==> src/rtl/demux_1_8_pkg.sv <==
// rtl/demux_1_8_pkg.sv - shared sizes and reset value for the 1-to-8 registered demux
package demux_1_8_pkg;

    localparam int SEL_W = 3;
    localparam int N_OUT = 2 ** SEL_W;

    localparam logic [N_OUT-1:0] Y_RST = 8'h00;

endpackage

==> src/rtl/demux_1_8_dec.sv <==
// rtl/demux_1_8_dec.sv - combinational 3-to-8 decoder gated by the data bit
module demux_1_8_dec
    import demux_1_8_pkg::*;
#(
    parameter int SEL_W = demux_1_8_pkg::SEL_W,
    parameter int N_OUT = demux_1_8_pkg::N_OUT
) (
    input  logic             a,
    input  logic [SEL_W-1:0] s,
    output logic [N_OUT-1:0] y_next
);

    // Only the selected bit can carry a, so the result is one-hot or zero by construction.
    always_comb begin
        y_next    = '0;
        y_next[s] = a;
    end

endmodule

==> src/rtl/demux_1_8.sv <==
// rtl/demux_1_8.sv - registered 1-to-8 demux; optional y_valid under DEMUX_1_8_VALID_EN
module demux_1_8
    import demux_1_8_pkg::*;
#(
    parameter int SEL_W = demux_1_8_pkg::SEL_W,
    parameter int N_OUT = demux_1_8_pkg::N_OUT
) (
    input  logic             clk,
    input  logic             rst,
    input  logic             en,
    input  logic             a,
    input  logic [SEL_W-1:0] s,
    output logic [N_OUT-1:0] y
`ifdef DEMUX_1_8_VALID_EN
    ,
    output logic             y_valid
`endif
);

    logic [N_OUT-1:0] dec_y;
    logic [N_OUT-1:0] y_d;
    logic [N_OUT-1:0] y_q;

    demux_1_8_dec #(
        .SEL_W (SEL_W),
        .N_OUT (N_OUT)
    ) u_dec (
        .a      (a),
        .s      (s),
        .y_next (dec_y)
    );

    always_comb begin
        y_d = y_q;
        if (en) begin
            y_d = dec_y;
        end
    end

    // Reset wins over a concurrent update.
    always_ff @(posedge clk) begin
        if (rst) begin
            y_q <= Y_RST;
        end else begin
            y_q <= y_d;
        end
    end

    assign y = y_q;

`ifdef DEMUX_1_8_VALID_EN
    logic y_valid_d;
    logic y_valid_q;

    always_comb begin
        y_valid_d = en;
    end

    always_ff @(posedge clk) begin
        if (rst) begin
            y_valid_q <= 1'b0;
        end else begin
            y_valid_q <= y_valid_d;
        end
    end

    assign y_valid = y_valid_q;
`endif

endmodule

==> config.mk <==
export PLATFORM = sky130hd
export DESIGN_NAME = demux_1_8
export DESIGN_NICKNAME = d
export VERILOG_FILES = /design/src/rtl/demux_1_8_pkg.sv /design/src/rtl/demux_1_8_dec.sv /design/src/rtl/demux_1_8.sv
export SDC_FILE = /design/constraint.sdc
export NUM_CORES = 1
export LEC_CHECK = 0
export BUFFER_PORTS_ARGS = -buffer_cell sky130_fd_sc_hd__buf_4
export CAP_MARGIN = 10
export CORE_AREA = 2 2 39 41
export CTS_BUF_LIST = sky130_fd_sc_hd__clkbuf_16
export CTS_CLUSTER_DIAMETER = 120
export DETAILED_ROUTE_END_ITERATION = 16
export DIE_AREA = 0 0 41 43
export GPL_TIMING_DRIVEN = 1
export PLACE_DENSITY_LB_ADDON = 0.05
export SYNTH_ARGS = -nofsm -noshare
export SYNTH_HDL_FRONTEND = slang
export SYNTH_SLANG_ARGS = --single-unit
==> constraint.sdc <==
create_clock -name clk -period 0.9 [get_ports clk]
set_input_delay 0.18 -clock clk [delete_from_list [all_inputs] [get_ports clk]]
set_output_delay 0.18 -clock clk [all_outputs]
set_load 0.01 [all_outputs]
# ---- Yosys cells after proc, flatten, opt, wreduce, memory -nomap -nowiden
# Index checks and enable logic that the tools add are counted.
dict set report op_classes {
  reduce_logical 1
  bitwise 1
  order_cmp 2
  n_mux 2
}
# cell count
set ops {}
lappend ops {{$and 8x8->8} 1}
lappend ops {{$lt 3x4->1 const B} 1}
lappend ops {{$demux 1 s3} 1}
lappend ops {{$ge 3x1->1 const B} 1}
lappend ops {{$logic_and 1x1->1} 1}
lappend ops {{$mux 1} 1}
dict set report totals {
  output_inout_bits 8
  regBits 8
}

# ---- Depth between registers and ports, before layout
# Gate-level depths: netlist of run 1.
dict set report depth {
  ltp_word 5
  depth_mapped 3
}

# ---- Hierarchy
# Synthesis of run 1 repeated with hierarchy kept, for this count alone.
dict set report hier_totals {
  hier_cells 34
  hier_area_um2 381.6
}
# module cells_per_inst n_inst area_each_um2
set modules_own_cells {}
lappend modules_own_cells {demux_1_8 26 1 285.3}
lappend modules_own_cells {demux_1_8_dec 8 1 96.3}

# ---- Worst setup path before layout of run 1
# Ideal clock, no wire load.
dict set report synth_path {
  kind {input to register}
  start {input port rst}
  end {register y_q[0] (netlist: y[0])}
  path_stages 3
  required_time_ns 0.808
  arrival_ns 0.698
  setup_slack_ns 0.109
  setup_time_ns 0.092
  cell_sequence {buf_6 > or3_4 > o32ai_1}
}
# element line_no
set synth_lines {}
lappend synth_lines {{from (decl)} demux_1_8.sv:9} ;# input logic rst,
lappend synth_lines {{to (signal assigned)} demux_1_8.sv:45} ;# y_q <= y_d;
lappend synth_lines {{to (decl)} demux_1_8.sv:22} ;# logic [N_OUT-1:0] y_q;

# ---- Worst setup path in the final report of run 1
dict set report layout_path {
  start {register y_q[2] (netlist: y[2])}
  end {output port y[2]}
}
# element line_no
set layout_lines {}
lappend layout_lines {{to (decl)} demux_1_8.sv:13} ;# output logic [N_OUT-1:0] y
# No word-level cell between the ends.

==> impl_metrics.env, run 1 <==
export IMPL_avgSynthCellArea_um2=10.2
export IMPL_fin_crit_ps=856
export IMPL_max_stage_delay_ps=310
export IMPL_num_rows=14
export IMPL_dpl_hpwl_um=614
export IMPL_ys_seq_area_frac=0.492
export IMPL_rsz0062_at_grt="no"
export IMPL_met3WireLength_um=64
export IMPL_synth_area_leaders="dfxtp_1, o32ai_1, inv_1"
export IMPL_dp_slack_ps=-41.2
export IMPL_crit_slowest_cell="dfxtp_2"
export IMPL_clkSlewWorstSetupHoldPaths_ps=40
export IMPL_skew_ps=0
export IMPL_tritoncts="yes"
export IMPL_nNetsFinal=57
export IMPL_drive_gt1_frac=0.417
export IMPL_worst_slack_ps=44.0
export IMPL_post_cts_setup_buffers=0
export IMPL_tns_ps=0
export IMPL_ys_types=9
export IMPL_finalWirelength_um=842
export IMPL_final_antenna_net_count=0
export IMPL_dieArea_um2=1760
export IMPL_htreeDepth=1
export IMPL_largest_register_ffs=8
export IMPL_core_um2=1380
export IMPL_crit_fanout=2
export IMPL_clk_latency_ps=230
export IMPL_synthArstFlopShare=0
export IMPL_rrSetupSlack_ps=180
export IMPL_syn_area_um2=325
export IMPL_first_global_vias=294
export IMPL_top_layer="met3"
export IMPL_remaining_drc_errors=0
export IMPL_hold_buffers=0
export IMPL_synthCells=32
export IMPL_fmax_ghz=1.17
export IMPL_dr_total_vias=305
export IMPL_root_buffer="clkbuf_16"
export IMPL_grt_max_degree=11
export IMPL_cts_made_buffers=3
export IMPL_required_ps=720
export IMPL_die_h_um=43
export IMPL_clockBufferDepth=2
export IMPL_drv_cap=0
export IMPL_critPathKind="reg2out"
export IMPL_synthTopCellsByCount="dfxtp_1, inv_1, o32ai_1, nand3b_1, or3b_1"
export IMPL_worstPathCellList="buf_4"
export IMPL_status="finished, final reports clean"
export IMPL_drt_iter0_drc=4
export IMPL_finalPower_uw=1170
export IMPL_numClockSinks=8
export IMPL_yosysTopAreaCellShare=0.492
export IMPL_wl_met2_um=407
export IMPL_placed_area_um2=442
export IMPL_m1WireLength_um=371
export IMPL_drv_slew=0
export IMPL_syn2layout_area_growth_pct=59.2
export IMPL_vias_per_cell=4.77
export IMPL_syn_nets=39
export IMPL_slew_headroom=0.850
export IMPL_wl_per_cell_um=13.2
export IMPL_start_util=0.235
export IMPL_setup_viol=0
export IMPL_fin_area_um2=518
export IMPL_grtUsageTotal=0.122
export IMPL_holdCritPathClass="in2reg"
export IMPL_num_antenna_cells=0
export IMPL_antenna_found_initial=0
export IMPL_peakVddDrop_uv=839
export IMPL_place_gp_congestion=0.708
export IMPL_p_leak_uw=0.000199
export IMPL_worst_pin_slew_ps=224
export IMPL_yosysTopAreaCell="dfxtp_1"
export IMPL_worst_path_buf_inv=1
export IMPL_yosysWarnings=0
export IMPL_cp_end_kind="output port"
export IMPL_grt_pass1_wl_mm=1.37
export IMPL_synth_edf_count=0
export IMPL_min_period_over_period=0.951
export IMPL_drt_pass1_iter_count=2
export IMPL_final_hold_violation_count=0
export IMPL_io_buffers=14
export IMPL_die_x_um=41
export IMPL_cp_data_arrival_time_ps=680
export IMPL_cp_start_kind="flop"
export IMPL_yosys_register_bits=8
export IMPL_boundaryPins=15
export IMPL_grt_ovfl_total=0
export IMPL_ys_flop_type="dfxtp_1"
export IMPL_p_per_area_nw_per_um2=2270
export IMPL_crit_family="flip-flops"
[logic make-up after synthesis]
family,after synthesis,synth area share
AO/OA/AOI/OAI,8,0.215
buffers and inverters,10,0.142
flip-flops,8,0.492
AND/OR/NAND/NOR,6,0.150
[area by class of cell]
type | count | area, um2
clock buffer | 3 | 75.1
fill | 137 | 866
inverter | 8 | 30.0
multi-input combinational | 14 | 119
sequential | 8 | 161
tap | 16 | 20.0
timing repair buffer | 15 | 113
[repair_timing]
action | 4_1_cts | 5_1_grt
endpoints found under the setup margin | 0 | 1
resized for setup | 0 | 1
hold endpoints to repair | 0 | 0
[layer usage]
metal / up-vias / GRT usage
met5: - / 0
met4: 0 / 0.0800
met3: 0 / 0.0471
met2: 10 / 0.150
met1: 146 / 0.169
li1: 149 / -
[cell usage in the layout (no fill, tap or decap), drive strengths merged]
cell type,netlist,routed
nand3,1,1
o32ai,8,8
clkbuf,0,3
inv,8,8
buf,2,15
dfxtp,8,8
or3b,2,2
or3,1,1
nand3b,2,2
[report_power, final]
part | internal (uW) | switching (uW)
clock | 572 | 162
sequential | 362 | 2.49
combinational | 38.6 | 37.3
total | 972 | 202
[per-stage QoR]
step	cells	utilization	hold WS, ps
floorplan	32	-	372
global placement	61	0.319	466
detailed placement	61	0.319	469
CTS	64	0.373	243
global route	64	0.374	265
finish	64	0.374	246
[final timing paths]
kind / startpoint / to / cells after the start
setup / recovery: y[2] / y[2] / 1
hold / removal: en / y[4] / 2
setup reg to reg: y[2] / y[2] / 2
hold reg to reg: y[5] / y[5] / 2
(Power assumes the default switching activity.)
==> run 2, diff against run 1 <==
BUFFER_PORTS_ARGS = unset   (was -buffer_cell sky130_fd_sc_hd__buf_4)
DONT_BUFFER_PORTS = 1   (was unset)
==> run 2 against run 1 <==
Net effect: critical path depth did not move; critical path type unchanged; sequential share of layout area up 3.3 points; non-clock buffer count down 7; highest routed layer is now met4; total power fell by 4.1%.
==> impl_metrics.env, run 2 (same netlist as run 1, synthesis figures left out) <==
export IMPL_crit_family="flip-flops"
export IMPL_clkSlewWorstSetupHoldPaths_ps=40
export IMPL_dp_cells=54
export IMPL_finalWirelength_um=720
export IMPL_cts_resized=0
export IMPL_dp_slack_ps=106
export IMPL_dieArea_um2=1760
export IMPL_core_um2=1380
export IMPL_max_stage_delay_ps=320
export IMPL_peakVddDrop_uv=742
export IMPL_cp_data_arrival_time_ps=670
export IMPL_wl_per_cell_um=12.6
export IMPL_setup_viol=0
export IMPL_grt_max_degree=13
export IMPL_min_period_over_period=0.943
export IMPL_worstPathCellList="buf_4"
export IMPL_cts_made_buffers=3
export IMPL_clockBufferDepth=2
export IMPL_drv_cap=0
export IMPL_status="finished, final reports clean"
export IMPL_drt_pass1_iter_count=4
export IMPL_cp_start_kind="flop"
export IMPL_nNetsFinal=50
export IMPL_grt_pass1_wl_mm=1.15
export IMPL_remaining_drc_errors=0
export IMPL_final_antenna_net_count=0
export IMPL_crit_fanout=2
export IMPL_antenna_found_initial=0
export IMPL_required_ps=720
export IMPL_holdCritPathClass="in2reg"
export IMPL_hold_buffers=0
export IMPL_io_buffers=0
export IMPL_fmax_ghz=1.18
export IMPL_grt_ovfl_total=0
export IMPL_worst_slack_ps=51.6
export IMPL_vias_per_cell=4.72
export IMPL_boundaryPins=15
export IMPL_drt_iter0_drc=2
export IMPL_fin_crit_ps=848
export IMPL_dpl_hpwl_um=512
export IMPL_grtUsageTotal=0.103
export IMPL_post_cts_setup_buffers=0
export IMPL_crit_slowest_cell="dfxtp_1"
export IMPL_cp_end_kind="output port"
export IMPL_drv_slew=0
export IMPL_first_global_vias=280
export IMPL_syn2layout_area_growth_pct=42.7
export IMPL_dr_total_vias=269
export IMPL_num_rows=14
export IMPL_slew_headroom=0.855
export IMPL_fin_cells=57
export IMPL_worst_path_buf_inv=1
export IMPL_numClockSinks=8
export IMPL_htreeDepth=1
export IMPL_p_leak_uw=0.000165
export IMPL_skew_ps=0
export IMPL_worst_pin_slew_ps=217
export IMPL_largest_register_ffs=8
export IMPL_drive_gt1_frac=0.293
export IMPL_tns_ps=0
export IMPL_die_x_um=41
export IMPL_die_h_um=43
export IMPL_critPathKind="reg2out"
export IMPL_start_util=0.235
export IMPL_rsz0062_at_grt="no"
export IMPL_final_hold_violation_count=0
export IMPL_layout_common_cells="inv_1, o32ai_1, buf_4, dfxtp_1, clkbuf_16"
export IMPL_p_per_area_nw_per_um2=2430
export IMPL_clk_latency_ps=230
export IMPL_root_buffer="clkbuf_16"
export IMPL_tritoncts="yes"
export IMPL_num_antenna_cells=0
export IMPL_place_gp_congestion=0.594
run 2: layer usage:
metal / share of wire / up-vias / track usage
met5: 0 / - / 0
met4: 0.0056 / 0 / 0.100
met3: 0.13 / 2 / 0.0471
met2: 0.40 / 11 / 0.128
met1: 0.46 / 119 / 0.119
li1: - / 137 / -
run 2: final timing paths:
path,from,endpoint,cells past startpoint,slack [ps]
setup / recovery,y[2],y[2],1,50
hold / removal,rst,y[2],1,50
setup reg to reg,y[4],y[4],2,180
hold reg to reg,y[3],y[3],2,470
run 2: final cells by class:
type | instances | area [um2]
clock buffers | 3 | 75.1
well taps | 16 | 20.0
repair buffers | 8 | 60.1
multi-input cells | 14 | 119
flip-flops and latches | 8 | 160
inverters | 8 | 30.0
fillers | 150 | 920
run 2: per-stage QoR:
stage                util  area (um2)  total power, uW  hold slack (ps)
floorplan               -         325              407              372
global placement    0.281         389              404              287
detailed placement  0.281         389              404              291
CTS                 0.335         464             1150             49.6
global route        0.335         464             1180             47.6
finish              0.335         464             1130             54.2
run 2: power by group:
part	internal, uW	switching (uW)
sequential	362	2.45
combinational	19.1	14.6
clock	571	157
==> run 3, diff against run 2 <==
==> constraint.sdc (replaced) <==
create_clock -name clk -period 0.9 [get_ports clk]
set_input_delay 0.225 -clock clk [delete_from_list [all_inputs] [get_ports clk]]
set_output_delay 0.225 -clock clk [all_outputs]
set_load 0.01 [all_outputs]
==> run 3 against run 2 <==
Net effect: register-to-register slack lost 80 ps; cell count grew 1.8%; maximum frequency shrank 3.8%; clock-buffer cell count is the same; via count grew 3.0%; first-iteration DRC count grew to 2.5 times the previous value; hold slack gained 38 ps; utilization grew 3.4 points; worst setup slack lost 34 ps; sequential share of layout area shrank 1.2 points.
==> impl_metrics.env, run 3 (same netlist as run 1, synthesis figures left out) <==
export IMPL_drv_cap=0
export IMPL_syn2layout_area_growth_pct=57.3
export IMPL_setup_viol=0
export IMPL_final_util=0.370
export IMPL_slew_headroom=0.855
export IMPL_place_gp_congestion=0.594
export IMPL_worst_pin_slew_ps=217
export IMPL_numClockSinks=8
export IMPL_regArea_um2=170
export IMPL_cp_end_kind="output port"
export IMPL_clk_latency_ps=230
export IMPL_num_antenna_cells=0
export IMPL_clkSlewWorstSetupHoldPaths_ps=40
export IMPL_grt_pass1_wl_mm=1.15
export IMPL_drt_iter0_drc=5
export IMPL_min_period_over_period=0.980
export IMPL_core_um2=1380
export IMPL_finalWirelength_um=735
export IMPL_placed_area_um2=389
export IMPL_multi_input_comb_area_um2=119
export IMPL_tritoncts="yes"
export IMPL_crit_slowest_cell="dfxtp_2"
export IMPL_start_util=0.235
export IMPL_root_buffer="clkbuf_16"
export IMPL_required_ps=670
export IMPL_fin_area_um2=512
export IMPL_clockBufferDepth=2
export IMPL_cp_start_kind="flop"
export IMPL_die_x_um=41
export IMPL_vias_per_cell=4.78
export IMPL_dr_total_vias=277
export IMPL_htreeDepth=1
export IMPL_layout_common_cells="inv_1, o32ai_1, buf_6, dfxtp_2, clkbuf_16"
export IMPL_final_hold_violation_count=0
export IMPL_dpl_hpwl_um=512
export IMPL_peakVddDrop_uv=749
export IMPL_crit_family="flip-flops"
export IMPL_cp_data_arrival_time_ps=660
export IMPL_grt_ovfl_total=0
export IMPL_worstPathCellList="buf_6"
export IMPL_boundaryPins=15
export IMPL_grt_max_degree=13
export IMPL_fmax_ghz=1.13
export IMPL_antenna_found_initial=0
export IMPL_first_global_vias=280
export IMPL_io_buffers=0
export IMPL_holdCritPathClass="in2reg"
export IMPL_fill_cells=141
export IMPL_critPathKind="reg2out"
export IMPL_p_per_area_nw_per_um2=2210
export IMPL_drt_pass1_iter_count=4
export IMPL_final_antenna_net_count=0
export IMPL_drive_gt1_frac=0.500
export IMPL_wl_per_cell_um=12.7
export IMPL_remaining_drc_errors=0
export IMPL_die_h_um=43
export IMPL_status="finished, final reports clean"
export IMPL_max_stage_delay_ps=310
export IMPL_fin_crit_ps=882
export IMPL_p_leak_uw=0.000180
export IMPL_largest_register_ffs=8
export IMPL_worst_path_buf_inv=1
export IMPL_rsz0062_at_grt="yes"
export IMPL_num_rows=14
export IMPL_drv_slew=0
export IMPL_nNetsFinal=51
export IMPL_dieArea_um2=1760
export IMPL_crit_fanout=2
export IMPL_cts_made_buffers=3
export IMPL_grtUsageTotal=0.103
export IMPL_finalPower_uw=1130
export IMPL_skew_ps=0
run 3: cell count changes in the layout (fill, tap and decap cells not counted):
cell / previous run / this run
buf_6: 0 / 8
dfxtp_1: 8 / 0
dfxtp_2: 0 / 8
buf_4: 8 / 1
run 3: final timing paths:
path,start,endpoint,slack [ps],cells past startpoint
worst max-delay path,y[2],y[2],20,1
worst min-delay path,rst,y[2],90,1
worst max register to register,y[4],y[4],100,3
worst min register to register,y[3],y[3],470,2
run 3: where the power goes:
part	leakage, uW	internal [uW]	switching [uW]	total [uW]
logic	0.0000744	22.9	14.9	37.8
clock network	0.0000370	571	156	727
registers	0.0000686	363	3.39	366
run 3: per-stage QoR:
stage | setup TNS [ps] | cells | worst slack (ps) | hold slack (ps)
finish | 0 | 58 | 18.1 | 91.8
global route | -3.83 | 58 | -1.95 | 85.2
CTS | 0 | 58 | 0.942 | 87.1
detailed placement | 0 | 54 | 60.6 | 336
global placement | 0 | 54 | 77.3 | 332
floorplan | 0 | 32 | 64.5 | 417
run 3: worst reg2reg max path, cell delays in order, from the launching register on:
cell     delay [ps]
dfxtp_2         320
buf_4           100
inv_1            30
o32ai_1         260
run 3: what timing repair did:
action / CTS / global route
endpoints found under the setup margin: 3 / 8
hold buffers: 0 / 0
setup buffers: 1 / 0
resized for setup: 4 / 12
run 3: metal layers:
metal,global-route usage,share of wire,wire [um],up-vias
li1,-,-,-,138
met1,0.119,0.45,329,123
met2,0.128,0.41,305,14
met3,0.0471,0.13,95,2
met4,0.100,0.0054,4,0
met5,0,0,0,-
run 3: cell type report:
class / count / area share
clock buffer: 3 / 0.147
sequential: 8 / 0.333
timing repair buffer: 9 / 0.191
tap: 16 / 0.0391
multi-input combinational: 14 / 0.232
inverter: 8 / 0.0587
